==> src/rtl/psrv32_pkg.sv <==
// Shared PSRV32 pipeline definitions: opcodes, hazard FSM states, forward selects.
// Latency: n/a (constants, types and a pure combinational helper).
// Backpressure: n/a.
package psrv32_pkg;

    localparam logic [6:0] OPC_LUI    = 7'b0110111;
    localparam logic [6:0] OPC_AUIPC  = 7'b0010111;
    localparam logic [6:0] OPC_JAL    = 7'b1101111;
    localparam logic [6:0] OPC_JALR   = 7'b1100111;
    localparam logic [6:0] OPC_BRANCH = 7'b1100011;
    localparam logic [6:0] OPC_LOAD   = 7'b0000011;
    localparam logic [6:0] OPC_STORE  = 7'b0100011;
    localparam logic [6:0] OPC_OPIMM  = 7'b0010011;
    localparam logic [6:0] OPC_OP     = 7'b0110011;

    typedef enum logic [1:0] {
        ST_RUN      = 2'b00,
        ST_MEM_WAIT = 2'b01,
        ST_FLUSH    = 2'b10
    } hz_state_t;

    typedef enum logic [1:0] {
        FWD_RF    = 2'b00,
        FWD_EXMEM = 2'b01,
        FWD_MEMWB = 2'b10
    } fwd_sel_t;

    // EX-MEM wins over MEM-WB because it holds the younger result; a load in
    // EX has no data yet, so it never forwards from EX-MEM.
    function automatic fwd_sel_t fwd_select(
        input logic       used,
        input logic [4:0] rs,
        input logic       ex_valid,
        input logic       ex_reg_write,
        input logic       ex_mem_read,
        input logic [4:0] ex_rd,
        input logic       mem_valid,
        input logic       mem_reg_write,
        input logic [4:0] mem_rd
    );
        fwd_sel_t sel;
        sel = FWD_RF;
        if (used && rs != 5'd0) begin
            if (ex_valid && ex_reg_write && !ex_mem_read && ex_rd == rs) begin
                sel = FWD_EXMEM;
            end else if (mem_valid && mem_reg_write && mem_rd == rs) begin
                sel = FWD_MEMWB;
            end
        end
        return sel;
    endfunction

endpackage

==> src/rtl/hazard_operand_use.sv <==
// Decodes which source registers an opcode actually reads.
// Latency: purely combinational.
// Backpressure: none.
module hazard_operand_use
    import psrv32_pkg::*;
(
    input  logic [6:0] opcode,
    output logic       uses_rs1,
    output logic       uses_rs2
);

    // Opcode class to operand usage; unknown opcodes read nothing.
    always_comb begin
        uses_rs1 = 1'b0;
        uses_rs2 = 1'b0;
        case (opcode)
            OPC_LOAD, OPC_OPIMM, OPC_JALR: begin
                uses_rs1 = 1'b1;
            end
            OPC_STORE, OPC_BRANCH, OPC_OP: begin
                uses_rs1 = 1'b1;
                uses_rs2 = 1'b1;
            end
            OPC_LUI, OPC_AUIPC, OPC_JAL: begin
                uses_rs1 = 1'b0;
            end
            default: begin
                uses_rs2 = 1'b0;
            end
        endcase
    end

endmodule

==> src/rtl/pipeline_hazard_ctrl.sv <==
// Stall/flush/forward controller for the 5-stage PSRV32 pipeline.
// Latency: enables/flush/bubble/hold combinational; forward selects registered (used next cycle).
// Backpressure: an unready data-memory access freezes the back end and stalls fetch until ready.
module pipeline_hazard_ctrl
    import psrv32_pkg::*;
#(
    parameter int unsigned FLUSH_CYCLES = 1,
    parameter int unsigned CNT_W        = 16
) (
    input  logic             clk_i,
    input  logic             rst_ni,
    input  logic             id_valid_i,
    input  logic [6:0]       id_opcode_i,
    input  logic [4:0]       id_rs1_i,
    input  logic [4:0]       id_rs2_i,
    input  logic             ex_valid_i,
    input  logic [4:0]       ex_rd_i,
    input  logic             ex_reg_write_i,
    input  logic             ex_mem_read_i,
    input  logic             mem_valid_i,
    input  logic [4:0]       mem_rd_i,
    input  logic             mem_reg_write_i,
    input  logic             branch_taken_i,
    input  logic             dmem_req_i,
    input  logic             dmem_ready_i,
    output logic             pc_write_o,
    output logic             if_id_write_o,
    output logic             if_id_flush_o,
    output logic             id_ex_bubble_o,
    output logic             ex_mem_hold_o,
    output logic [1:0]       fwd_a_o,
    output logic [1:0]       fwd_b_o,
    output logic [1:0]       state_o,
    output logic [CNT_W-1:0] stall_cnt_o
);

    localparam int unsigned FC_W = (FLUSH_CYCLES > 1) ? $clog2(FLUSH_CYCLES) : 1;

    hz_state_t         state_q, state_d;
    logic [FC_W-1:0]   flush_cnt_q, flush_cnt_d;
    fwd_sel_t          fwd_a_q, fwd_b_q, fwd_a_d, fwd_b_d;
    logic [CNT_W-1:0]  stall_cnt_q;
    logic              use_rs1, use_rs2;
    logic              load_use, mem_stall, id_advance;

    hazard_operand_use u_operand_use (
        .opcode   (id_opcode_i),
        .uses_rs1 (use_rs1),
        .uses_rs2 (use_rs2)
    );

    assign load_use = id_valid_i & ex_valid_i & ex_mem_read_i & (ex_rd_i != 5'd0)
                    & ((use_rs1 & (id_rs1_i == ex_rd_i)) | (use_rs2 & (id_rs2_i == ex_rd_i)));

    // Once waiting, only ready matters: the request is frozen in MEM anyway.
    assign mem_stall = (state_q == ST_MEM_WAIT) ? !dmem_ready_i : (dmem_req_i & !dmem_ready_i);

    assign id_advance = if_id_write_o & !id_ex_bubble_o & !ex_mem_hold_o;

    assign fwd_a_d = fwd_select(use_rs1, id_rs1_i, ex_valid_i, ex_reg_write_i, ex_mem_read_i,
                                ex_rd_i, mem_valid_i, mem_reg_write_i, mem_rd_i);
    assign fwd_b_d = fwd_select(use_rs2, id_rs2_i, ex_valid_i, ex_reg_write_i, ex_mem_read_i,
                                ex_rd_i, mem_valid_i, mem_reg_write_i, mem_rd_i);

    // Next state and pipeline controls: memory stall > flush/redirect > load-use.
    always_comb begin
        pc_write_o     = 1'b1;
        if_id_write_o  = 1'b1;
        if_id_flush_o  = 1'b0;
        id_ex_bubble_o = 1'b0;
        ex_mem_hold_o  = 1'b0;
        state_d        = state_q;
        flush_cnt_d    = flush_cnt_q;
        if (!rst_ni) begin
            pc_write_o     = 1'b0;
            if_id_write_o  = 1'b0;
            if_id_flush_o  = 1'b1;
            id_ex_bubble_o = 1'b1;
            state_d        = ST_RUN;
            flush_cnt_d    = '0;
        end else if (mem_stall) begin
            ex_mem_hold_o = 1'b1;
            pc_write_o    = 1'b0;
            if_id_write_o = 1'b0;
            state_d       = ST_MEM_WAIT;
            flush_cnt_d   = '0;
        end else if (state_q == ST_FLUSH) begin
            if_id_flush_o  = 1'b1;
            id_ex_bubble_o = 1'b1;
            flush_cnt_d    = flush_cnt_q - FC_W'(1);
            state_d        = (flush_cnt_q == FC_W'(1)) ? ST_RUN : ST_FLUSH;
        end else if (branch_taken_i) begin
            if_id_flush_o  = 1'b1;
            id_ex_bubble_o = 1'b1;
            if (FLUSH_CYCLES > 1) begin
                state_d     = ST_FLUSH;
                flush_cnt_d = FC_W'(FLUSH_CYCLES - 1);
            end else begin
                state_d = ST_RUN;
            end
        end else begin
            state_d = ST_RUN;
            if (load_use) begin
                pc_write_o     = 1'b0;
                if_id_write_o  = 1'b0;
                id_ex_bubble_o = 1'b1;
            end
        end
    end

    // State register, forward selects and saturating stall counter.
    always_ff @(posedge clk_i) begin
        if (!rst_ni) begin
            state_q     <= ST_RUN;
            flush_cnt_q <= '0;
            fwd_a_q     <= FWD_RF;
            fwd_b_q     <= FWD_RF;
            stall_cnt_q <= '0;
        end else begin
            state_q     <= state_d;
            flush_cnt_q <= flush_cnt_d;
            if (id_advance) begin
                fwd_a_q <= fwd_a_d;
                fwd_b_q <= fwd_b_d;
            end else if (id_ex_bubble_o) begin
                fwd_a_q <= FWD_RF;
                fwd_b_q <= FWD_RF;
            end
            if (!pc_write_o && stall_cnt_q != {CNT_W{1'b1}}) begin
                stall_cnt_q <= stall_cnt_q + CNT_W'(1);
            end
        end
    end

    assign fwd_a_o     = fwd_a_q;
    assign fwd_b_o     = fwd_b_q;
    assign state_o     = state_q;
    assign stall_cnt_o = stall_cnt_q;

endmodule

==> config.mk <==
export PLATFORM = sky130hd
export DESIGN_NAME = pipeline_hazard_ctrl
export DESIGN_NICKNAME = d
export VERILOG_FILES = /design/src/rtl/psrv32_pkg.sv /design/src/rtl/hazard_operand_use.sv /design/src/rtl/pipeline_hazard_ctrl.sv
export SDC_FILE = /design/constraint.sdc
export NUM_CORES = 1
export LEC_CHECK = 0
export ABC_AREA = 1
export CAP_MARGIN = 30
export CORE_ASPECT_RATIO = 1.25
export CORE_MARGIN = 4
export CORE_UTILIZATION = 40
export DETAILED_ROUTE_END_ITERATION = 6
export PLACE_DENSITY_LB_ADDON = 0.05
export SLEW_MARGIN = 5
export SYNTH_ARGS = -nofsm -noshare
export SYNTH_HDL_FRONTEND = slang
export SYNTH_HIERARCHICAL = 1
export SYNTH_SLANG_ARGS = --single-unit
==> constraint.sdc <==
create_clock -name clk_i -period 1.97 [get_ports clk_i]
set_input_delay 0.4925 -clock clk_i [delete_from_list [all_inputs] [get_ports clk_i]]
set_output_delay 0.4925 -clock clk_i [all_outputs]
set_load 0.02 [all_outputs]
==> metrics.md <==
| Metric | Value |
|---|---|
| Status | `complete, but fails checks` |
| Failing checks | `negative setup slack` |
| RSZ-0062 raised after global routing | `true` |
| Reg clk slew, reported paths | `0.09 ns` |
| Final weighted congestion of routability-driven global placement | `0.918` |
| Placed wire-length estimate after detailed placement | `4160 um` |
| # DRC | `0` |
| Critical path class | `primary input to output port` |
| Clock tree from TritonCTS | `yes` |
| Total global-route track usage | `21.9%` |
| Most common library cell in the layout ignoring fill and taps | `sky130_fd_sc_hd__buf_4` |
| Deepest level of the CTS H-tree | `1` |
| Async set or reset register ratio after synthesis | `0%` |
| Data arrival, critical path | `1.56 ns` |
| Achievable frequency | `488 MHz` |
| Global-route wire length before repair | `9290 um` |
| Setup crit start | `id_opcode_i[2]` |
| Proportion of layout cells with a drive suffix above 1 | `37.5%` |
| Switching power as a share of total power | `29.1%` |
| Number of synthesized flops with an enable pin | `0` |
| CP Depth | `10` |
| Flip-flop and latch count after synthesis | `23` |
| Routed wirelength normalized by instance count | `12.6 um` |
| Cell area after synthesis | `0.00174 mm2` |
| Antenna violations before repair | `0` |
| Power density over the cells | `390 mW/mm2` |
| CTS Buf Count | `3` |
| Vias post-DR | `2187` |
| Number of iterations in the first detailed-routing pass | `5` |
| Post-detailed-route via-to-cell ratio | `4.94` |
| Sinks on the clock net | `23` |
| Worst-margin pin slew | `0.424 ns` |
| Hold-fix buffers, CTS | `0` |
| Num rows | `26` |
| Count of routing violations after the opening detailed-route iteration | `138` |
| Clock Skew | `0.00352 ns` |
| Library cell appearing most often on the critical path | `sky130_fd_sc_hd__nand3_2` |
| Worst reg-to-reg path cell count | `9` |
| Number of I/O pins | `65` |
| Largest net degree at the start of global routing | `19` |
| Number of diodes | `0` |
| Post-Synthesis Mean Instance Area | `6.55 um2` |
| Worst-case clock buffer depth | `2` |
| Final WL | `5560 um` |
| Worst min-delay path class | `register to register` |
| Number of nets produced by synthesis | `304` |
| Final count of negative-setup-slack endpoints | `3` |
| Post-detailed-route count of antenna-violating nets | `0` |
| Post-synthesis sequential area ratio | `26.5%` |
| Critical path capture point | `pc_write_o` |
| Cell internal power dissipation | `0.807 mW` |
| Total die area | `0.00546 mm2` |
| Sequence of cells on the critical path | `buf_2 > nor2_4 > nand3_2 > nand3_2 > nand4_1 > nand2_2 > nand3_2 > nand2_2 > inv_2 > buf_6` |
| Nature of the critical path startpoint | `primary input` |
| Worst slew margin | `71.5%` |
| Final nets | `427` |
| Initial core utilization | `42.0%` |
| Required time of the critical path | `1.48 ns` |
| Clock insertion delay at the later pin of the skew report | `0.26 ns` |
| Leading cell types in the layout, fill and taps excluded | `sky130_fd_sc_hd__buf_4, sky130_fd_sc_hd__nand2_1, sky130_fd_sc_hd__clkdlybuf4s50_1, sky130_fd_sc_hd__nand3_1, sky130_fd_sc_hd__dfxtp_1` |
| Cell leakage power | `1.30 nW` |
| Final clock period utilization by the worst path | `104%` |
| Slowest-stage cell, CP | `sky130_fd_sc_hd__nand4_1` |
| Syn. warnings | `6` |
| Longest individual stage delay on the worst path | `0.14 ns` |
| Reg-to-Reg Start | `stall_cnt_o[0]$_SDFFE_PN0P_` |
| Post-Synthesis Cells | `265` |
| Synth Flop Type | `sky130_fd_sc_hd__dfxtp_1` |
| Maximum vdd drop | `0.199 mV` |
| Sum of overflow across all layers after global routing | `0` |
| Share of total power in the clock network | `26.2%` |
| Count of unique library cells instantiated by Yosys | `34` |
| Number of pins exceeding their max-slew limit in the final report | `0` |
| Kind of end point of the critical path | `output port` |
| Placeable core region | `0.00413 mm2` |
| Die height | `81.6 um` |
| Final cell utilization of the core | `70.7%` |
| Power, Total | `1.14 mW` |
| Chip width | `66.9 um` |
| Final period demand of the worst path | `2.05 ns` |
| Count of endpoints failing hold in the final timing report | `0` |
| Via count of the first global-routing pass | `2178` |
| Cell type group with the largest total delay on the critical path | `simple AND/OR/NAND/NOR gates` |
| Clk Tree Root Cell | `sky130_fd_sc_hd__clkbuf_8` |
| Register share of total power | `42.0%` |
| Crit Path Max Fanout | `2` |
| Max-cap check violation count | `0` |
| Buffer and inverter count on the worst path | `3` |
| Synthesis-to-layout area growth | `68.3%` |
| Worst-case setup margin in the final layout | `-0.0810 ns` |
| Power share of the combinational group | `31.8%` |
| Switching pwr | `0.331 mW` |
| Number of buffers added on ports | `64` |
| Critical R2R Capture | `stall_cnt_o[7]$_SDFFE_PN0P_` |
| Minimum setup slack among reg-to-reg paths | `0.24 ns` |
[power groups by stage]
stage | Sequential [mW] | Clock, mW | Combinational (mW)
global placement | 0.489 | 0 | 0.291
finish | 0.478 | 0.298 | 0.363
CTS | 0.478 | 0.306 | 0.346
global route | 0.479 | 0.326 | 0.390
detailed placement | 0.488 | 0 | 0.295
floorplan | 0.495 | 0 | 0.115
[stage by stage]
stage | worst slack, ns | TNS, ns | cells | instance area (um2) | hold slack (ns)
2_1_floorplan | -0.149 | -0.149 | 265 | 1740 | 0.435
3_3_place_gp | -0.826 | -10.72 | 417 | 2690 | 0.438
3_5_place_dp | -0.864 | -11.56 | 417 | 2690 | 0.445
4_1_cts | 0.00165 | 0 | 442 | 2900 | 0.464
5_1_grt | -0.124 | -0.343 | 443 | 2920 | 0.481
6_report | -0.0810 | -0.180 | 443 | 2920 | 0.455
[registers in the layout (all words and copies together), names as in the netlist]
name / cells
fwd_b_o: 2
state_o: 2
flush_cnt_q: 1
stall_cnt_o: 16
fwd_a_o: 2
[tightest hold or removal path, delay by kind of cell, from the launching register on]
family | cells | cell delay, ns
flip-flops | 1 | 0.32
AND/OR/NAND/NOR | 2 | 0.10
[cell type report]
class | count | area, um2
Tap cell | 56 | 70.1
Clock inverter | 1 | 5.00
Multi-Input combinational cell | 205 | 1220
Inverter | 32 | 121
Sequential cell | 23 | 460
Fill cell | 352 | 1210
Timing Repair Buffer | 123 | 1000
Clock buffer | 3 | 41.3
[Yosys cell counts, types with 2 or more instances]
| cell type | n | area [um2] |
|---|---|---|
| sky130_fd_sc_hd__inv_1 | 27 | 101 |
| sky130_fd_sc_hd__nand3_1 | 30 | 150 |
| sky130_fd_sc_hd__xnor2_1 | 9 | 78.8 |
| sky130_fd_sc_hd__nor3_1 | 9 | 45.0 |
| sky130_fd_sc_hd__buf_4 | 2 | 15.0 |
| sky130_fd_sc_hd__nor2_1 | 28 | 105 |
| sky130_fd_sc_hd__o21ai_0 | 2 | 10.0 |
| sky130_fd_sc_hd__nand3b_1 | 2 | 15.0 |
| sky130_fd_sc_hd__dfxtp_1 | 23 | 460 |
| sky130_fd_sc_hd__nand4_1 | 10 | 62.6 |
| sky130_fd_sc_hd__nor4_1 | 2 | 12.5 |
| sky130_fd_sc_hd__xor2_1 | 15 | 131 |
| sky130_fd_sc_hd__inv_2 | 4 | 15.0 |
| sky130_fd_sc_hd__a21oi_2 | 10 | 87.6 |
| sky130_fd_sc_hd__a21oi_1 | 8 | 40.0 |
| sky130_fd_sc_hd__nand2_1 | 64 | 240 |
| sky130_fd_sc_hd__nand2_2 | 2 | 12.5 |
| sky130_fd_sc_hd__or2_2 | 2 | 12.5 |
[routing by layer]
metal / GRT usage (%) / routed length (um) / vias up
li1: - / - / 1109
met1: 22.6 / 2140 / 981
met2: 42.4 / 2980 / 79
met3: 3.15 / 273 / 18
met4: 10.5 / 174 / 0
met5: 0 / 0 / -
[kinds of logic after synthesis]
family,Yosys count,share of synthesized area [%]
adders and majority gates,1,0.721
AOI/OAI and AO/OA,25,10.0
xor gates and xnor gates,24,12.1
buffers and inverters,37,8.94
and+or+nand+nor,155,41.7
DFF,23,26.5
[repair_timing]
action                                  in CTS  in global routing
endpoints found under the setup margin      21                  4
pin swaps                                   31                 15
endpoints found under the hold margin        0                  0
setup buffers                               21                  1
gates resized for setup                    149                  7
[how the worst min path moves through the flow]
| stage | start | end | cells after the start |
|---|---|---|---|
| floorplan | flush_cnt_q$_SDFFE_PP0P_ | flush_cnt_q$_SDFFE_PP0P_ | 2 |
| global placement | fwd_b_o[1]$_SDFFE_PN0P_ | fwd_b_o[1]$_SDFFE_PN0P_ | 2 |
| detailed placement | fwd_a_o[0]$_SDFFE_PN0P_ | fwd_a_o[0]$_SDFFE_PN0P_ | 2 |
| CTS | fwd_b_o[1]$_SDFFE_PN0P_ | fwd_b_o[1]$_SDFFE_PN0P_ | 2 |
| global route | fwd_a_o[0]$_SDFFE_PN0P_ | fwd_a_o[0]$_SDFFE_PN0P_ | 2 |
| finish | fwd_b_o[1]$_SDFFE_PN0P_ | fwd_b_o[1]$_SDFFE_PN0P_ | 2 |
No activity file was read; power rests on OpenSTA's default activity.
